==> src/rtl/hex_multi_control.sv <==
`default_nettype none
// ============================================================================
// Module   : hex_multi_control
// Brief    : Avalon-mapped multi-digit 7-segment controller with optional
//            per-digit blink, enabled by the HEX_BLINK_EN macro.
// Revision : 1.0 - initial release
// ============================================================================
module hex_multi_control #(
  parameter int NUM_DIGITS = 6,
  parameter int BLINK_DIV  = 25000000
) (
  input  logic                    iClk,
  input  logic                    iReset,
  input  logic                    iChip_select_n,
  input  logic                    iWrite_n,
  input  logic                    iRead_n,
  input  logic [3:0]              iAddress,
  input  logic [7:0]              iWritedata,
  output logic [7:0]              oReaddata,
  output logic [7*NUM_DIGITS-1:0] oHex_Display
);

  localparam logic [3:0] c_ADDR_CTRL  = 4'd8;
  localparam logic [3:0] c_ADDR_BLINK = 4'd9;
  localparam logic [4:0] c_DIGIT_RST  = 5'h10;
  localparam logic [1:0] c_CTRL_RST   = 2'b01;

  logic [4:0]              r_digit [NUM_DIGITS];
  logic [1:0]              r_ctrl;
  logic                    w_wrEn;
  logic                    w_rdEn;
  logic [7:0]              w_rdData;
  logic [7:0]              w_blinkRd;
  logic [NUM_DIGITS-1:0]   w_blinkOff;
  logic [NUM_DIGITS-1:0]   w_lzBlank;
  logic                    w_zeroRun;
  logic [7*NUM_DIGITS-1:0] w_hexNext;
  logic                    w_unused;

  assign w_wrEn   = ~iChip_select_n & ~iWrite_n;
  assign w_rdEn   = ~iChip_select_n & ~iRead_n;
  assign w_unused = &{1'b0, iWritedata};

  function automatic logic [6:0] segDecode(input logic [3:0] value);
    logic [6:0] seg;
    case (value)
      4'h0: seg = 7'b1000000;
      4'h1: seg = 7'b1111001;
      4'h2: seg = 7'b0100100;
      4'h3: seg = 7'b0110000;
      4'h4: seg = 7'b0011001;
      4'h5: seg = 7'b0010010;
      4'h6: seg = 7'b0000010;
      4'h7: seg = 7'b1111000;
      4'h8: seg = 7'b0000000;
      4'h9: seg = 7'b0010000;
      4'hA: seg = 7'b0001000;
      4'hB: seg = 7'b0000011;
      4'hC: seg = 7'b1000110;
      4'hD: seg = 7'b0100001;
      4'hE: seg = 7'b0000110;
      default: seg = 7'b0001110;
    endcase
    return seg;
  endfunction

`ifdef HEX_BLINK_EN
  localparam int                   c_CNT_W   = $clog2(BLINK_DIV);
  localparam logic [c_CNT_W-1:0]   c_CNT_MAX = c_CNT_W'(BLINK_DIV - 1);

  logic [c_CNT_W-1:0]    r_cnt;
  logic                  r_phase;
  logic [NUM_DIGITS-1:0] r_blink;

  always_ff @(posedge iClk) begin
    if (iReset) begin
      r_cnt   <= '0;
      r_phase <= 1'b0;
      r_blink <= '0;
    end else begin
      if (r_cnt == c_CNT_MAX) begin
        r_cnt   <= '0;
        r_phase <= ~r_phase;
      end else begin
        r_cnt <= r_cnt + c_CNT_W'(1);
      end
      if (w_wrEn && iAddress == c_ADDR_BLINK)
        r_blink <= iWritedata[NUM_DIGITS-1:0];
    end
  end

  assign w_blinkOff = r_blink & {NUM_DIGITS{r_phase}};
  assign w_blinkRd  = 8'(r_blink);
`else
  assign w_blinkOff = '0;
  assign w_blinkRd  = 8'h00;
`endif

  // Register reads are taken before this cycle's write lands, so a
  // simultaneous read/write of one address returns the old contents.
  always_comb begin
    w_rdData = 8'h00;
    for (int k = 0; k < NUM_DIGITS; k++)
      if (iAddress == 4'(k))
        w_rdData = {3'b000, r_digit[k]};
    if (iAddress == c_ADDR_CTRL)
      w_rdData = {6'b000000, r_ctrl};
    if (iAddress == c_ADDR_BLINK)
      w_rdData = w_blinkRd;
  end

  always_comb begin
    w_lzBlank = '0;
    w_zeroRun = 1'b1;
    for (int k = NUM_DIGITS - 1; k > 0; k--) begin
      w_zeroRun    = w_zeroRun & (r_digit[k][3:0] == 4'd0);
      w_lzBlank[k] = r_ctrl[1] & w_zeroRun;
    end
    w_hexNext = '1;
    for (int k = 0; k < NUM_DIGITS; k++)
      if (!(r_digit[k][4] | ~r_ctrl[0] | w_lzBlank[k] | w_blinkOff[k]))
        w_hexNext[7*k +: 7] = segDecode(r_digit[k][3:0]);
  end

  always_ff @(posedge iClk) begin
    if (iReset) begin
      for (int k = 0; k < NUM_DIGITS; k++)
        r_digit[k] <= c_DIGIT_RST;
      r_ctrl       <= c_CTRL_RST;
      oReaddata    <= 8'h00;
      oHex_Display <= '1;
    end else begin
      for (int k = 0; k < NUM_DIGITS; k++)
        if (w_wrEn && iAddress == 4'(k))
          r_digit[k] <= iWritedata[4:0];
      if (w_wrEn && iAddress == c_ADDR_CTRL)
        r_ctrl <= iWritedata[1:0];
      if (w_rdEn)
        oReaddata <= w_rdData;
      oHex_Display <= w_hexNext;
    end
  end

endmodule
`default_nettype wire

==> config.mk <==
export PLATFORM = sky130hd
export DESIGN_NAME = hex_multi_control
export DESIGN_NICKNAME = d
export VERILOG_FILES = /design/src/rtl/hex_multi_control.sv
export SDC_FILE = /design/constraint.sdc
export NUM_CORES = 1
export LEC_CHECK = 0
export CAP_MARGIN = 15
export CORE_MARGIN = 10
export CORE_UTILIZATION = 50
export DETAILED_ROUTE_END_ITERATION = 7
export PLACE_DENSITY_LB_ADDON = 0.2
export RECOVER_POWER = 100
export SLEW_MARGIN = 15
export SYNTH_ARGS = -nofsm -noshare
export SYNTH_HDL_FRONTEND = slang
export SYNTH_SLANG_ARGS = --single-unit
export TNS_END_PERCENT = 50
==> constraint.sdc <==
create_clock -name iClk -period 3.28 [get_ports iClk]
set_input_delay 0.656 -clock iClk [delete_from_list [all_inputs] [get_ports iClk]]
set_output_delay 0.656 -clock iClk [all_outputs]
set_load 0.005 [all_outputs]
# Word-level counts from Yosys, hierarchy flattened
# Memory sizes are Yosys's and may differ from the RTL's. A register that Yosys moved wholly into a read port is not among the register bits.
# Index checks and enable logic that the tools add are counted.
# word_totals
memories	7
rom_bits	672
register_bits	10
output_inout_bits	50
ramBits	30
# classes
eq_ne	7
n_reduce_logical	19
mux	34
n_bitwise	32
# mem_list
memory	words	word_bits	read_ports	rd_clocked_by_memory_dff	write_ports	line	text
(no name shown)	16	7	1	1	0	46	case (value)
(no name shown)	16	7	1	1	0	46	
(no name shown)	16	7	1	1	0	46	
(no name shown)	16	7	1	1	0	46	
(no name shown)	16	7	1	1	0	46	
(no name shown)	16	7	1	1	0	46	
1 more memories	--	--	--	--	--	--	
# op_table
cell	n
2-to-1 mux 5 bit	14
logical NOT 4 bit	6
2-to-1 mux 1 bit	20
bitwise OR 1 bit	17
OR reduction 2 bit	6
bitwise AND 1 bit	11
equality test 4 x 2 -> 1 bit (second input constant)	2
equality test 4 x 3 -> 1 bit (second input constant)	2
equality test 4 bit (second input constant)	2
logical AND 1 bit	7
equality test 4 x 1 -> 1 bit (second input constant)	1
inverter 1 bit	4

# Longest topological paths before layout
# logic_depth
depth_word	9
depth_mapped	6
mapped_depth_nobuf	6

# Least setup slack after synthesis
# No wires, ideal clock.
# synth_path
kind	input to register
startpoint	input iAddress[0]
endpoint	memory r_digit[4][0] (enable)
required_ps	2904
n_path_buf	1
setup_slack_ps	1277
t_arrival_ps	1627
setup_time_ps	376
stages	4
path_cell_list	buf_4 -> nor2_1 -> nand2_1 -> o31ai_1
# synth_lines
item	line	text
from (decl)	17	input logic [3:0] iAddress,
to (decl)	28	logic [4:0] r_digit [NUM_DIGITS];

==> flow_metrics.py <==
metrics = {
    "routing": {
        "dr.max_layer_used": "met4",
        "wl_met1_um": 4390,
        "dr_wl_met3_um": 675,
        "antenna_left": 0,
        "viasPerCell": 5.52,
        "drcViolationCount": 0,
        "routed_wl_um": 9700,
        "dr_total_vias": 3379,
        "first_pass_iters": 5,
        "drtIter0Drc": 271,
        "wl_met2_um": 4550,
        "wl_per_cell_um": 15.9,
    },
    "min_path": {
        "hp-class": "reg2reg",
    },
    "final_layout": {
        "syn_to_final_growth_pct": 19.3,
        "nets": 550,
        "fill_cells": 692,
        "multi_input_area_mm2": 0.00221,
        "drive_gt1_share_pct": 5.72,
        "ff_latch_area_mm2": 0.00188,
        "final_cell_mix": "dlygate4sd3_1 (49), dfxtp_1 (49), nand2_1 (44)",
        "antenna_cells": 0,
    },
    "clock_network": {
        "worstSkewPairLatency_ns": 0.35,
        "hold_buffers": 0,
        "cts_max_path_buffers": 2,
        "clk_pin_slew_ns": 0.08,
        "ctsResizeCount": 0,
        "cts_root_buffer": "clkbuf_8",
        "numCtsBuffers": 9,
        "cts_setup_buffers": 0,
        "cts.sinks": 79,
        "cts_max_level": 3,
        "tritoncts": "done",
    },
    "pwr": {
        "switching_share_pct": 26.3,
        "p_sw_w": 0.000566,
        "p_per_area_mw_per_mm2": 418,
        "pwr-share-comb_pct": 13.9,
        "p_int_w": 0.00159,
        "peakVddDrop_mv": 0.216,
        "power_frac_seq_pct": 52.6,
        "power_frac_clock_pct": 33.5,
        "p_leak_nw": 1.92,
    },
    "timing": {
        "drv_slew": 0,
        "finalHoldViolations": 0,
        "grt_setup_unrepaired": "false",
        "fin_tns_setup_ns": 0,
        "setup_viol": 0,
        "post-route-period-util_pct": 80.6,
        "max_freq_ghz": 0.378,
        "clock-skew-final_ns": 0.00815,
        "whs_ns": 0.525,
        "layout_min_cycle_time_ns": 2.65,
        "worstMarginPinSlew_ns": 0.820,
        "maxSlewHeadroom_pct": 45.0,
    },
    "synthesis": {
        "synthesis.area_mm2": 0.00432,
        "synthArstFlopShare_pct": 0,
        "synthCells": 443,
        "yosysTopAreaCell": "dfxtp_1",
        "synth_top_area_share_pct": 22.7,
        "seq_area_frac_synth_pct": 43.5,
        "synth_edf_count": 30,
        "syn_area_per_cell_um2": 9.76,
        "synthFlopType": "dfxtp_1",
        "synth_area_leaders": "dfxtp_1 (23%), edfxtp_1 (21%), ha_1 (9.0%)",
        "synth-seq-cells": 79,
        "ys_warn_count": 0,
        "synthDistinctLibCells": 56,
    },
    "place": {
        "hpwl_um": 7240,
        "numPortBuffers": 60,
        "gp_congestion": 0.885,
    },
    "worst_setup_path": {
        "crit_path_start_kind": "input pin",
        "crit_chain": "clkdlybuf4s50_1, clkbuf_1, nor4bb_1, clkbuf_1, nand2_1, nand2_1",
        "critPathCaptureType": "flip-flop",
        "crit_fanout": 18,
        "worst-setup-path-type": "in2reg",
        "slowest_stage": "clkbuf_1",
        "arrival_ns": 2.69,
        "crit_required_ns": 3.33,
        "cpPeakStageDelay_ns": 0.56,
    },
    "floorplanning": {
        "die_w_um": 113,
        "die_y_um": 113,
        "core_area_mm2": 0.00830,
        "die-area_mm2": 0.0128,
        "row_count": 33,
        "initial_core_util_pct": 52.1,
        "ios": 67,
    },
    "grt": {
        "antenna_found_initial": 0,
        "grt_start_max_net_pins": 19,
        "grt_pass1_vias": 3237,
        "grt_usage_pct": 15.2,
        "grt_overflow": 0,
        "grt_pass1_wl_um": 16200,
    },
    "run": {
        "drv_cap": 0,
    },
    "status": {
        "status": "finished, final reports clean",
    },
}
-- sequential cells by signal, summed over array words and instances, names as in the netlist --
| register | cells |
|---|---|
| r_ctrl | 2 |
| r_digit | 30 |
| oReaddata | 5 |
| oHex_Display | 42 |
-- cells in the mapped netlist, types with 2 or more instances --
library cell  count
o311ai_0          5
edfxtp_1         30
nor4_1            2
inv_1            18
buf_4             6
nand2_1          43
a32o_1            2
o32ai_1           3
or2_2             2
a21oi_1          14
nand3b_1          7
o211ai_1         39
o21ai_0          10
nor2_1           20
o21a_1            9
o32a_1            2
nand2b_1         21
mux2i_1           7
dfxtp_1          49
a2bb2oi_1         2
mux2_2            6
and3_1            9
nor3b_1           4
a22oi_1           2
clkbuf_1         18
nor2b_1          11
a211oi_1          3
and2_1           20
nor4bb_1          2
nand3_1          11
buf_2             2
nor3_1            7
ha_1             31
a211o_1           2
nor3_2            3
-- area by class of cell --
type / instances / share of cell area, %
flip-flops and latches: 79 / 36.5
multi-input cells: 321 / 42.8
repair buffers: 73 / 13.0
well taps: 105 / 2.55
inverters: 18 / 1.31
clock inverters: 4 / 0.461
clock buffers: 12 / 3.44
-- metrics by stage --
step / setup slack (ns) / std cells / power [W] / cell area (um2) / util [%]
after floorplan: 1.28 / 445 / 0.00133 / 4330 / -
after global placement: 0.682 / 596 / 0.00147 / 5030 / 60.6
after detailed placement: 0.644 / 596 / 0.00148 / 5030 / 60.6
after CTS: 1.03 / 612 / 0.00219 / 5230 / 63.0
after global routing: 0.476 / 612 / 0.00226 / 5160 / 62.2
final: 0.635 / 612 / 0.00215 / 5160 / 62.2
-- routing by layer --
metal	global-route usage [%]	up-vias
met5	0	-
met4	4.91	0
met3	4.01	11
met2	24.3	106
met1	19.4	1542
li1	-	1720
-- power groups by stage --
stage	Combinational (W)	Clock (W)	Sequential [W]
final	0.000298	0.000722	0.00113
after global placement	0.000313	0	0.00116
after CTS	0.000321	0.000732	0.00114
after global routing	0.000334	0.000778	0.00114
after floorplan	0.000199	0	0.00113
after detailed placement	0.000320	0	0.00116
-- kinds of logic after synthesis --
logic type / share of synthesized area, %
buffers and inverters: 4.66
DFF: 43.5
muxes: 3.18
adders and majority gates: 8.97
AOI/OAI and AO/OA: 18.3
other: 0.0867
and+or+nand+nor: 21.3
-- critical path: cells and delay by family --
| family | cells | cell delay [ns] |
|---|---|---|
| buf+inv | 3 | 1.38 |
| simple gates | 3 | 0.66 |
-- worst paths after layout --
kind,from,to,slack (ns),cells past startpoint
worst max-delay path,iAddress[2],r_digit[5][4],0.63,6
worst min register to register,oReaddata[2],oReaddata[2],0.53,1
worst min-delay path,oReaddata[2],oReaddata[2],0.53,1
worst max register to register,r_digit[5][0],oHex_Display[13],0.85,6
Note: power is estimated with default switching activity, not from simulation.
